$ cat config.mk
export PLATFORM = sky130hd
export DESIGN_NAME = fetch_stage_flat
export DESIGN_NICKNAME = d
export VERILOG_FILES = /design/src/rtl/fetch_stage_pkg.sv /design/src/rtl/fetch_stage_if.sv /design/src/rtl/fetch_stage_if_id_reg.sv /design/src/rtl/fetch_stage.sv /design/src/flat_wrapper.sv
export SDC_FILE = /design/constraint.sdc
export NUM_CORES = 1
export LEC_CHECK = 0
export BUFFER_PORTS_ARGS = -buffer_cell sky130_fd_sc_hd__buf_4
export CAP_MARGIN = 20
export CORE_ASPECT_RATIO = 2
export CORE_MARGIN = 8
export CORE_UTILIZATION = 45
export CTS_BUF_LIST = sky130_fd_sc_hd__clkbuf_16
export DETAILED_ROUTE_END_ITERATION = 6
export PLACE_DENSITY = 0.79
export SLEW_MARGIN = 20
export SYNTH_ARGS = -nofsm -noshare
export SYNTH_HDL_FRONTEND = slang
export SYNTH_SLANG_ARGS = --single-unit
$ cat constraint.sdc
create_clock -name clk -period 2.5 [get_ports clk]
set_clock_uncertainty 0.1 [all_clocks]
set_input_delay 0.125 -clock clk [delete_from_list [all_inputs] [get_ports clk]]
set_output_delay 0.125 -clock clk [all_outputs]
set_load 0.01 [all_outputs]
$ cat src/rtl/fetch_stage_pkg.sv
// Shared types and constants for the instruction-fetch stage.
package fetch_pkg;

  localparam int XLEN = 32;

  localparam logic [XLEN-1:0] NOP_INSTR   = 32'h0000_0013;  // ADDI x0,x0,0
  localparam logic [XLEN-1:0] ECALL_INSTR = 32'h0000_0073;

  typedef enum logic {
    RUN  = 1'b0,
    HALT = 1'b1
  } fetch_state_t;

  // Contents of the IF/ID pipeline register.
  typedef struct packed {
    logic [XLEN-1:0] instr;
    logic [XLEN-1:0] pc;
    logic [XLEN-1:0] pc_plus4;
    logic            valid;
  } if_id_t;

  // Redirect targets drop bit 0, as JALR does.
  function automatic logic [XLEN-1:0] redirect_pc(input logic [XLEN-1:0] target);
    return target & ~XLEN'(1);
  endfunction

endpackage

$ cat src/rtl/fetch_stage_if.sv
// Bus between the fetch stage and the rest of the core / instruction ROM.
interface fetch_stage_if #(
  parameter int DATA_WIDTH = 32
);

  logic                  stall;
  logic                  flush;
  logic [DATA_WIDTH-1:0] pc_target;
  logic [DATA_WIDTH-1:0] imem_addr;
  logic [DATA_WIDTH-1:0] imem_rdata;
  logic [DATA_WIDTH-1:0] instr_d;
  logic [DATA_WIDTH-1:0] pc_d;
  logic [DATA_WIDTH-1:0] pc_plus4_d;
  logic                  valid_d;
  logic                  halted;
  logic                  misaligned;
  logic [31:0]           fetch_count;

  // Fetch-stage side.
  modport master (
    input  stall, flush, pc_target, imem_rdata,
    output imem_addr, instr_d, pc_d, pc_plus4_d, valid_d,
           halted, misaligned, fetch_count
  );

  // Core / ROM side.
  modport slave (
    output stall, flush, pc_target, imem_rdata,
    input  imem_addr, instr_d, pc_d, pc_plus4_d, valid_d,
           halted, misaligned, fetch_count
  );

endinterface

$ cat src/rtl/fetch_stage_if_id_reg.sv
// IF/ID pipeline register: bubble wins over load, otherwise hold.
module if_id_reg
  import fetch_pkg::*;
(
  input  logic   clk,
  input  logic   rst_n,
  input  logic   load,
  input  logic   bubble,
  input  if_id_t data,
  output if_id_t ifid
);

  if_id_t ifid_q;

  // A bubble replaces only the instruction and valid bit; the PCs keep their old values.
  always_ff @(posedge clk) begin
    if (!rst_n) begin
      ifid_q.instr    <= NOP_INSTR;
      ifid_q.pc       <= '0;
      ifid_q.pc_plus4 <= '0;
      ifid_q.valid    <= 1'b0;
    end else if (bubble) begin
      ifid_q.instr <= NOP_INSTR;
      ifid_q.valid <= 1'b0;
    end else if (load) begin
      ifid_q <= data;
    end
  end

  assign ifid = ifid_q;

endmodule

$ cat src/rtl/fetch_stage.sv
// Instruction-fetch stage: PC, RUN/HALT control, fetch counter and IF/ID register.
module fetch_stage
  import fetch_pkg::*;
#(
  parameter int                    DATA_WIDTH = XLEN,
  parameter logic [DATA_WIDTH-1:0] RESET_PC   = '0
) (
  input  logic          clk,
  input  logic          rst_n,
  fetch_stage_if.master bus
);

  fetch_state_t          state_q, state_d;
  logic [DATA_WIDTH-1:0] pc_f_q, pc_f_d;
  logic                  misaligned_q, misaligned_d;
  logic [31:0]           fetch_count_q, fetch_count_d;

  logic                  ifid_load;
  logic                  ifid_bubble;
  if_id_t                ifid_data;
  if_id_t                ifid;

  logic [DATA_WIDTH-1:0] pc_plus4;
  logic                  ecall_in_id;

  assign pc_plus4    = pc_f_q + DATA_WIDTH'(4);
  assign ecall_in_id = ifid.valid && (ifid.instr == ECALL_INSTR);

  assign ifid_data.instr    = bus.imem_rdata;
  assign ifid_data.pc       = pc_f_q;
  assign ifid_data.pc_plus4 = pc_plus4;
  assign ifid_data.valid    = 1'b1;

  // State, PC, sticky misaligned flag and fetch counter.
  always_ff @(posedge clk) begin
    if (!rst_n) begin
      state_q       <= RUN;
      pc_f_q        <= RESET_PC;
      misaligned_q  <= 1'b0;
      fetch_count_q <= '0;
    end else begin
      state_q       <= state_d;
      pc_f_q        <= pc_f_d;
      misaligned_q  <= misaligned_d;
      fetch_count_q <= fetch_count_d;
    end
  end

  // Per-cycle decision in RUN, first matching rule wins; HALT freezes everything.
  always_comb begin
    state_d       = state_q;
    pc_f_d        = pc_f_q;
    misaligned_d  = misaligned_q;
    fetch_count_d = fetch_count_q;
    ifid_load     = 1'b0;
    ifid_bubble   = 1'b0;
    case (state_q)
      RUN: begin
        if (bus.flush && bus.pc_target[1]) begin
          misaligned_d = 1'b1;
          ifid_bubble  = 1'b1;
          state_d      = HALT;
        end else if (bus.flush) begin
          pc_f_d      = redirect_pc(bus.pc_target);
          ifid_bubble = 1'b1;
        end else if (!bus.stall && ecall_in_id) begin
          ifid_bubble = 1'b1;
          state_d     = HALT;
        end else if (bus.stall) begin
          // hold everything
        end else begin
          pc_f_d        = pc_plus4;
          ifid_load     = 1'b1;
          fetch_count_d = fetch_count_q + 32'd1;
        end
      end
      HALT: begin
        // only reset leaves HALT
      end
      default: state_d = RUN;
    endcase
  end

  if_id_reg u_if_id_reg (
    .clk    (clk),
    .rst_n  (rst_n),
    .load   (ifid_load),
    .bubble (ifid_bubble),
    .data   (ifid_data),
    .ifid   (ifid)
  );

  assign bus.imem_addr   = pc_f_q;
  assign bus.instr_d     = ifid.instr;
  assign bus.pc_d        = ifid.pc;
  assign bus.pc_plus4_d  = ifid.pc_plus4;
  assign bus.valid_d     = ifid.valid;
  assign bus.halted      = (state_q == HALT);
  assign bus.misaligned  = misaligned_q;
  assign bus.fetch_count = fetch_count_q;

endmodule

$ cat src/flat_wrapper.sv
// flat-port wrapper written by rule: the top's interface ports become plain ports
module fetch_stage_flat import fetch_pkg::*;
#(
  parameter int                    DATA_WIDTH = XLEN,
  parameter logic [DATA_WIDTH-1:0] RESET_PC   = '0
)
  (clk, rst_n, bus_stall, bus_flush, bus_pc_target, bus_imem_rdata, bus_imem_addr, bus_instr_d, bus_pc_d, bus_pc_plus4_d, bus_valid_d, bus_halted, bus_misaligned, bus_fetch_count);
  fetch_stage_if #(.DATA_WIDTH(DATA_WIDTH)) bus_i ();
  input  logic clk;
  input  logic rst_n;
  input wire logic [$bits(bus_i.stall)-1:0] bus_stall;
  input wire logic [$bits(bus_i.flush)-1:0] bus_flush;
  input wire logic [$bits(bus_i.pc_target)-1:0] bus_pc_target;
  input wire logic [$bits(bus_i.imem_rdata)-1:0] bus_imem_rdata;
  output wire logic [$bits(bus_i.imem_addr)-1:0] bus_imem_addr;
  output wire logic [$bits(bus_i.instr_d)-1:0] bus_instr_d;
  output wire logic [$bits(bus_i.pc_d)-1:0] bus_pc_d;
  output wire logic [$bits(bus_i.pc_plus4_d)-1:0] bus_pc_plus4_d;
  output wire logic [$bits(bus_i.valid_d)-1:0] bus_valid_d;
  output wire logic [$bits(bus_i.halted)-1:0] bus_halted;
  output wire logic [$bits(bus_i.misaligned)-1:0] bus_misaligned;
  output wire logic [$bits(bus_i.fetch_count)-1:0] bus_fetch_count;
  assign bus_i.stall = bus_stall;
  assign bus_i.flush = bus_flush;
  assign bus_i.pc_target = bus_pc_target;
  assign bus_i.imem_rdata = bus_imem_rdata;
  assign bus_imem_addr = bus_i.imem_addr;
  assign bus_instr_d = bus_i.instr_d;
  assign bus_pc_d = bus_i.pc_d;
  assign bus_pc_plus4_d = bus_i.pc_plus4_d;
  assign bus_valid_d = bus_i.valid_d;
  assign bus_halted = bus_i.halted;
  assign bus_misaligned = bus_i.misaligned;
  assign bus_fetch_count = bus_i.fetch_count;
  fetch_stage #(.DATA_WIDTH(DATA_WIDTH), .RESET_PC(RESET_PC)) u_core (.clk(clk), .rst_n(rst_n), .bus(bus_i));
endmodule
-- Word level (Yosys, flattened, before mapping)
Index checks and enable logic that the tools add are counted.
- memories kept: 0
- output and inout port bits: 163
- word-level logic and storage cells: 44
- input bits: 68
- ROM bits: 0
- register bits after elaboration: 163
- latch bits: 0
- bits in writable memories: 0
- divide/modulo/power cells: 0
- bitwise operators: 7
- equality and inequality tests: 3
- shift-type cells: 0
- reductions and logical operators: 9
- $add $sub $neg: 2
- $lt $le $gt $ge: 0
- multipliers: 0
- mux-type cells: 15
- operator list (operator ; count):
    $mux W32 ; 3
    $add A32 B1 Y32 const B ; 1
    $add A32 B3 Y32 const B ; 1
    $eq A32 B7 Y1 const B ; 1
    $mux W1 ; 12
    $not A1 Y1 ; 7
    $reduce_and A5 Y1 ; 1
    $reduce_and A2 Y1 ; 2
    $reduce_and A4 Y1 ; 1
    $logic_and A1 B1 Y1 ; 3
    $ne A2 B1 Y1 const B ; 1
    $ne A2 B2 Y1 const B ; 1
    $reduce_or A2 Y1 ; 1
    $logic_not A1 Y1 ; 1

-- Longest topological paths before layout
- depth in word-level cells: 9
- depth in mapped cells: 8
- gate-level depth less buffers: 7

-- By module
Synthesis repeated with hierarchy kept, for this count alone.
- cell total of the unflattened synthesis: 873
- area, all modules: 7708.6 µm²
- by module, submodules not included (module ; times used ; cells each ; sequential area each (µm²) ; area each (µm²)):
    fetch_stage ; 1 ; 487 ; 1301.2 ; 3921.3
    if_id_reg ; 1 ; 386 ; 1941.9 ; 3787.4

-- Least setup slack after synthesis
No wires, ideal clock.
- kind: register to register
- from: reg u_core.fetch_count_q[8] (netlist: u_core.bus.fetch_count[8])
- to: reg u_core.fetch_count_q[31] (netlist: u_core.bus.fetch_count[31])
- required time: 2.330 ns
- stages on the path, launching flop included: 8
- buffers on the path: 1
- period minus slack after synthesis: 2.439 ns
- arrival: 2.268 ns
- path slack: 0.061 ns
- cell sequence: dfxtp_1 nand4_2 nor4_4 nand3_2 or4_1 buf_2 or4_1 a21oi_1
- word-level cells in the longest chain between the ends: 1
- RTL lines (element ; RTL line ; text):
    start, declared ; fetch_stage.sv:16 ; logic [31:0] fetch_count_q, fetch_count_d;
    start signal, assigned ; fetch_stage.sv:45 ; fetch_count_q <= fetch_count_d;
    $add A32 B1 Y32 ; fetch_stage.sv:74 ; fetch_count_d = fetch_count_q + 32'd1;
Every way passes these cells.
A chain may end at the register's enable or synchronous reset.

-- Worst setup path after layout
- from: reg u_core.u_if_id_reg.ifid_q (netlist bit u_core.u_if_id_reg.ifid[82])
- to: reg u_core.u_if_id_reg.ifid_q (netlist bit u_core.u_if_id_reg.ifid[87])
- word-level cells in the longest chain between the ends: 8
- elaborated cells on any way between the ends: 12
- RTL lines (element ; RTL line ; text):
    start, declared ; fetch_stage_if_id_reg.sv:13 ; if_id_t ifid_q;
    start signal, assigned ; fetch_stage_if_id_reg.sv:26 ; ifid_q <= data;
    $eq A32 B7 Y1 (*) ; fetch_stage.sv:27 ; assign ecall_in_id = ifid.valid && (ifid.instr == ECALL_INSTR);
    $logic_and A1 B1 Y1 (*) ; fetch_stage.sv:27 ;
    $logic_and A1 B1 Y1 (*) ; fetch_stage.sv:66 ; end else if (!bus.stall && ecall_in_id) begin
    $mux W1 ; fetch_stage.sv:66 ;
    $mux W1 ; fetch_stage.sv:63 ; end else if (bus.flush) begin
    $mux W1 ; fetch_stage.sv:59 ; if (bus.flush && bus.pc_target[1]) begin
    $mux W1 ; fetch_stage.sv:57 ; case (state_q)
    $reduce_or A2 Y1 (no line) ; -- ;
Every way passes the cells marked *; elsewhere a longest branch is shown, timed or not.

==> flow_metrics.py <==
metrics = {
    "synthesis": {
        "synth_edf_count": 0,
        "async_reset_ff_share_pct": 0,
        "synth_warnings": 0,
        "ys_types": 60,
        "synthesis.instances": 899,
        "yosysSeqAreaShare_pct": 44.59,
        "synthFlopType": "dfxtp_1",
        "synth-seq-cells": 159,
        "synth_area_per_cell_um2": 7.940,
        "syn-cell-area_um2": 7138,
    },
    "cts": {
        "cts_tree": "yes",
        "cts.htree.levels": 4,
        "clockBufferDepth": 2,
        "cts_num_sinks": 159,
        "cts_root_buf": "clkbuf_16",
        "worstSkewPairLatency_ps": 430,
        "cts_inserted_buffers": 17,
        "clk_pin_slew_ps": 70,
    },
    "placed_design": {
        "dp_hpwl_um": 16600,
        "gp_congestion": 0.8223,
        "io_buffers": 226,
    },
    "power": {
        "power_leakage_nw": 4.143,
        "irDropWorstVdd_uv": 482.4,
        "finalPower_mw": 6.160,
        "powerDensity_nw_per_um2": 594.1,
    },
    "final_layout": {
        "syn_to_final_growth_pct": 45.26,
        "fillCellCount": 1251,
        "diodes": 0,
        "nets": 1240,
        "drive_above_1_share_pct": 26.97,
    },
    "outcome": {
        "status": "finished, final reports clean",
    },
    "sta": {
        "setup_violations": 0,
        "max_slew_margin_pct": 30.77,
        "rsz0062_at_grt": "no",
        "worst_slew_pin_slew_ps": 1037,
        "drv_slew": 0,
        "fin_setup_tns_ps": 0,
        "finalHoldViolations": 0,
        "period_share_pct": 95.61,
        "fin_crit_ps": 2390,
        "clock.fmax_ghz": 0.4184,
    },
    "critical_path": {
        "path_common_cell": "nor4_1",
        "path_max_fanout": 49,
        "critPathSlowestCell": "nor4_1",
        "worstSetupStartpointType": "flip-flop",
        "cp.arrival_ps": 2640,
        "crit_type": "reg2reg",
        "r2r_slack_ps": 110,
        "end_kind": "flip-flop",
        "rr_endpoint": "u_core.u_if_id_reg.ifid[87]$_SDFFE_PP0P_",
        "reg2regPathDepth": 8,
        "path_cells": "nor4_1 > nand3_1 > nor4_1 > buf_4 > or2_2 > buf_12 > nand2_1 > a21oi_1",
        "required_ps": 2750,
        "path_buf_inv": 2,
        "critPathMaxStageDelay_ps": 430,
        "cp_top_family": "simple AND/OR/NAND/NOR gates",
        "startpoint": "u_core.u_if_id_reg.ifid[82]$_SDFFE_PP0P_",
        "rr_startpoint": "u_core.u_if_id_reg.ifid[82]$_SDFFE_PP0P_",
    },
    "hold_path": {
        "whs_endpoint": "u_core.bus.imem_addr[26]$_SDFFE_PN0P_",
        "holdPathStages": 3,
        "holdCritStartpoint": "bus_pc_target[26]",
        "hp-class": "in2reg",
    },
    "die": {
        "die_w_um": 105.1,
        "fp-row-count": 65,
        "core_area_um2": 15620,
        "start_util_pct": 45.71,
        "dieArea_um2": 20390,
        "die_y_um": 194.1,
        "io_pins": 231,
    },
    "global_route": {
        "grt_pass1_wl_um": 39730,
        "grt_pass1_vias": 7719,
        "grt_antenna_before_repair": 0,
        "grt.total_usage_pct": 23.43,
        "grt_overflow": 0,
        "grt_max_degree": 55,
    },
    "route": {
        "viasPerCell": 5.514,
        "ant_nets": 0,
        "routedWlPerCell_um": 17.71,
        "first_pass_iters": 5,
        "drc": 0,
        "num_vias": 7631,
        "routed_wl_um": 24510,
        "first_iter_violations": 353,
    },
    "flow_run": {
        "drv_cap": 0,
    },
}
==> cell families after synthesis <==
| group | share of synthesized area (%) |
|---|---|
| AOI/OAI and AO/OA | 17.23 |
| xor gates and xnor gates | 5.890 |
| DFF | 44.59 |
| adders and majority gates | 0.3505 |
| muxes | 0.5609 |
| other | 0.05254 |
| and+or+nand+nor | 25.87 |
| buffers and inverters | 5.451 |
==> per-stage QoR <==
stage	instances	utilization [%]	instance area [um^2]	hold slack, ps	setup WS (ps)
after floorplan	901	-	7146	148.7	61.18
after global placement	1299	59.23	9249	242.2	33.38
after detailed placement	1299	59.23	9249	243.2	26.79
after CTS	1382	66.26	10350	0.1193	14.71
after global routing	1384	66.40	10370	32.80	2.325
final	1384	66.40	10370	16.48	109.7
==> state kept, by name, summed over array words and instances (netlist names) <==
name                     count
u_core.u_if_id_reg.ifid     94
u_core.bus.fetch_count      32
u_core.bus.imem_addr        31
u_core.bus.halted            1
u_core.bus.misaligned        1
==> Yosys cell counts (all sizes together), types with 2 or more instances <==
cell,number,area (um^2)
o21a,7,52.55
or3,3,18.77
nor4,27,183.9
nor2,84,315.3
nand3b,3,22.52
nor4b,5,50.04
a211o,2,17.52
a211oi,30,225.2
or4,6,45.04
clkbuf,67,251.5
and4,5,43.79
xor2,12,105.1
a21o,2,15.01
nand2b,5,31.28
o31ai,10,75.07
a32o,2,20.02
dfxtp,159,3183
a31oi,6,37.54
buf,11,63.81
o211ai,6,45.04
nand2,181,679.4
a31o,5,43.79
mux2i,4,40.04
xnor2,36,315.3
a21oi,85,425.4
nand4,20,137.6
inv,14,52.55
o21ai,21,105.1
and2,3,18.77
nand3,27,140.1
o32ai,5,43.79
a22oi,7,52.55
nor3,11,55.05
ha,2,25.02
and3,7,43.79
nor2b,2,12.51
or2,2,12.52
==> worst min-delay path: stages <==
cell and delay, ps:
buf_4 80, a22oi_1 70, o32ai_1 220
==> timing repair <==
item / CTS / global route
gates resized for setup: 0 / 1
buffers inserted: 0 / 0
hold buffers: 51 / 0
setup endpoints to repair: 0 / 31
endpoints found under the hold margin: 52 / 0
==> power by group <==
part	switching (mW)	total, mW	internal, mW
combinational	0.442	0.839	0.396
clock	1.13	2.62	1.49
sequential	0.0806	2.70	2.62
==> layout make-up <==
| type | instances | area [um^2] | area share [%] |
|---|---|---|---|
| clock buffers | 17 | 425.4 | 4.103 |
| clock inverters | 15 | 161.4 | 1.557 |
| inverters | 16 | 75.07 | 0.7240 |
| multi-input cells | 650 | 3622 | 34.93 |
| flip-flops and latches | 159 | 3183 | 30.70 |
| well taps | 201 | 251.5 | 2.425 |
| repair buffers | 326 | 2650 | 25.56 |
==> per-layer routing <==
layer  track usage, %  routed length [um]  vias up
met4            8.253                 482        0
met1            26.52                9681     3551
met5                0                   0        -
met3            8.356                2405       39
met2            39.41               11940      352
li1                 -                   -     3689
==> placed cells by master, fill, tap and decap left out, drive strengths merged, types with 5 or more instances in the layout <==
| cell type | Yosys | routed |
|---|---|---|
| inv | 14 | 20 |
| and4 | 5 | 5 |
| nand4 | 20 | 20 |
| a22oi | 7 | 7 |
| xnor2 | 36 | 36 |
| nor4b | 5 | 5 |
| dlygate4sd3 | 0 | 51 |
| o31ai | 10 | 10 |
| buf | 11 | 275 |
| o21a | 7 | 7 |
| o21ai | 21 | 21 |
| clkbuf | 67 | 17 |
| nand2 | 181 | 181 |
| a211oi | 30 | 31 |
| a31o | 5 | 5 |
| and3 | 7 | 7 |
| nand3 | 27 | 27 |
| o32ai | 5 | 5 |
| a31oi | 6 | 6 |
| nor3 | 11 | 11 |
| nand2b | 5 | 5 |
| a21oi | 85 | 85 |
| xor2 | 12 | 12 |
| clkinv | 1 | 6 |
| nor4 | 27 | 27 |
| o211ai | 6 | 6 |
| dfxtp | 159 | 159 |
| nor2 | 84 | 85 |
| or4 | 6 | 6 |
==> how the worst max path moves through the flow <==
| stage | cells past startpoint | to |
|---|---|---|
| after CTS | 7 | u_core.bus.imem_addr[4]$_SDFFE_PN0P_ |
| after detailed placement | 7 | u_core.bus.imem_addr[4]$_SDFFE_PN0P_ |
| after global placement | 7 | u_core.bus.imem_addr[4]$_SDFFE_PN0P_ |
| final | 8 | u_core.u_if_id_reg.ifid[87]$_SDFFE_PP0P_ |
| after global routing | 6 | u_core.bus.fetch_count[31]$_SDFFE_PN0P_ |
| after floorplan | 7 | u_core.bus.fetch_count[31]$_SDFFE_PN0P_ |
Note: power is estimated with default switching activity, not from simulation.
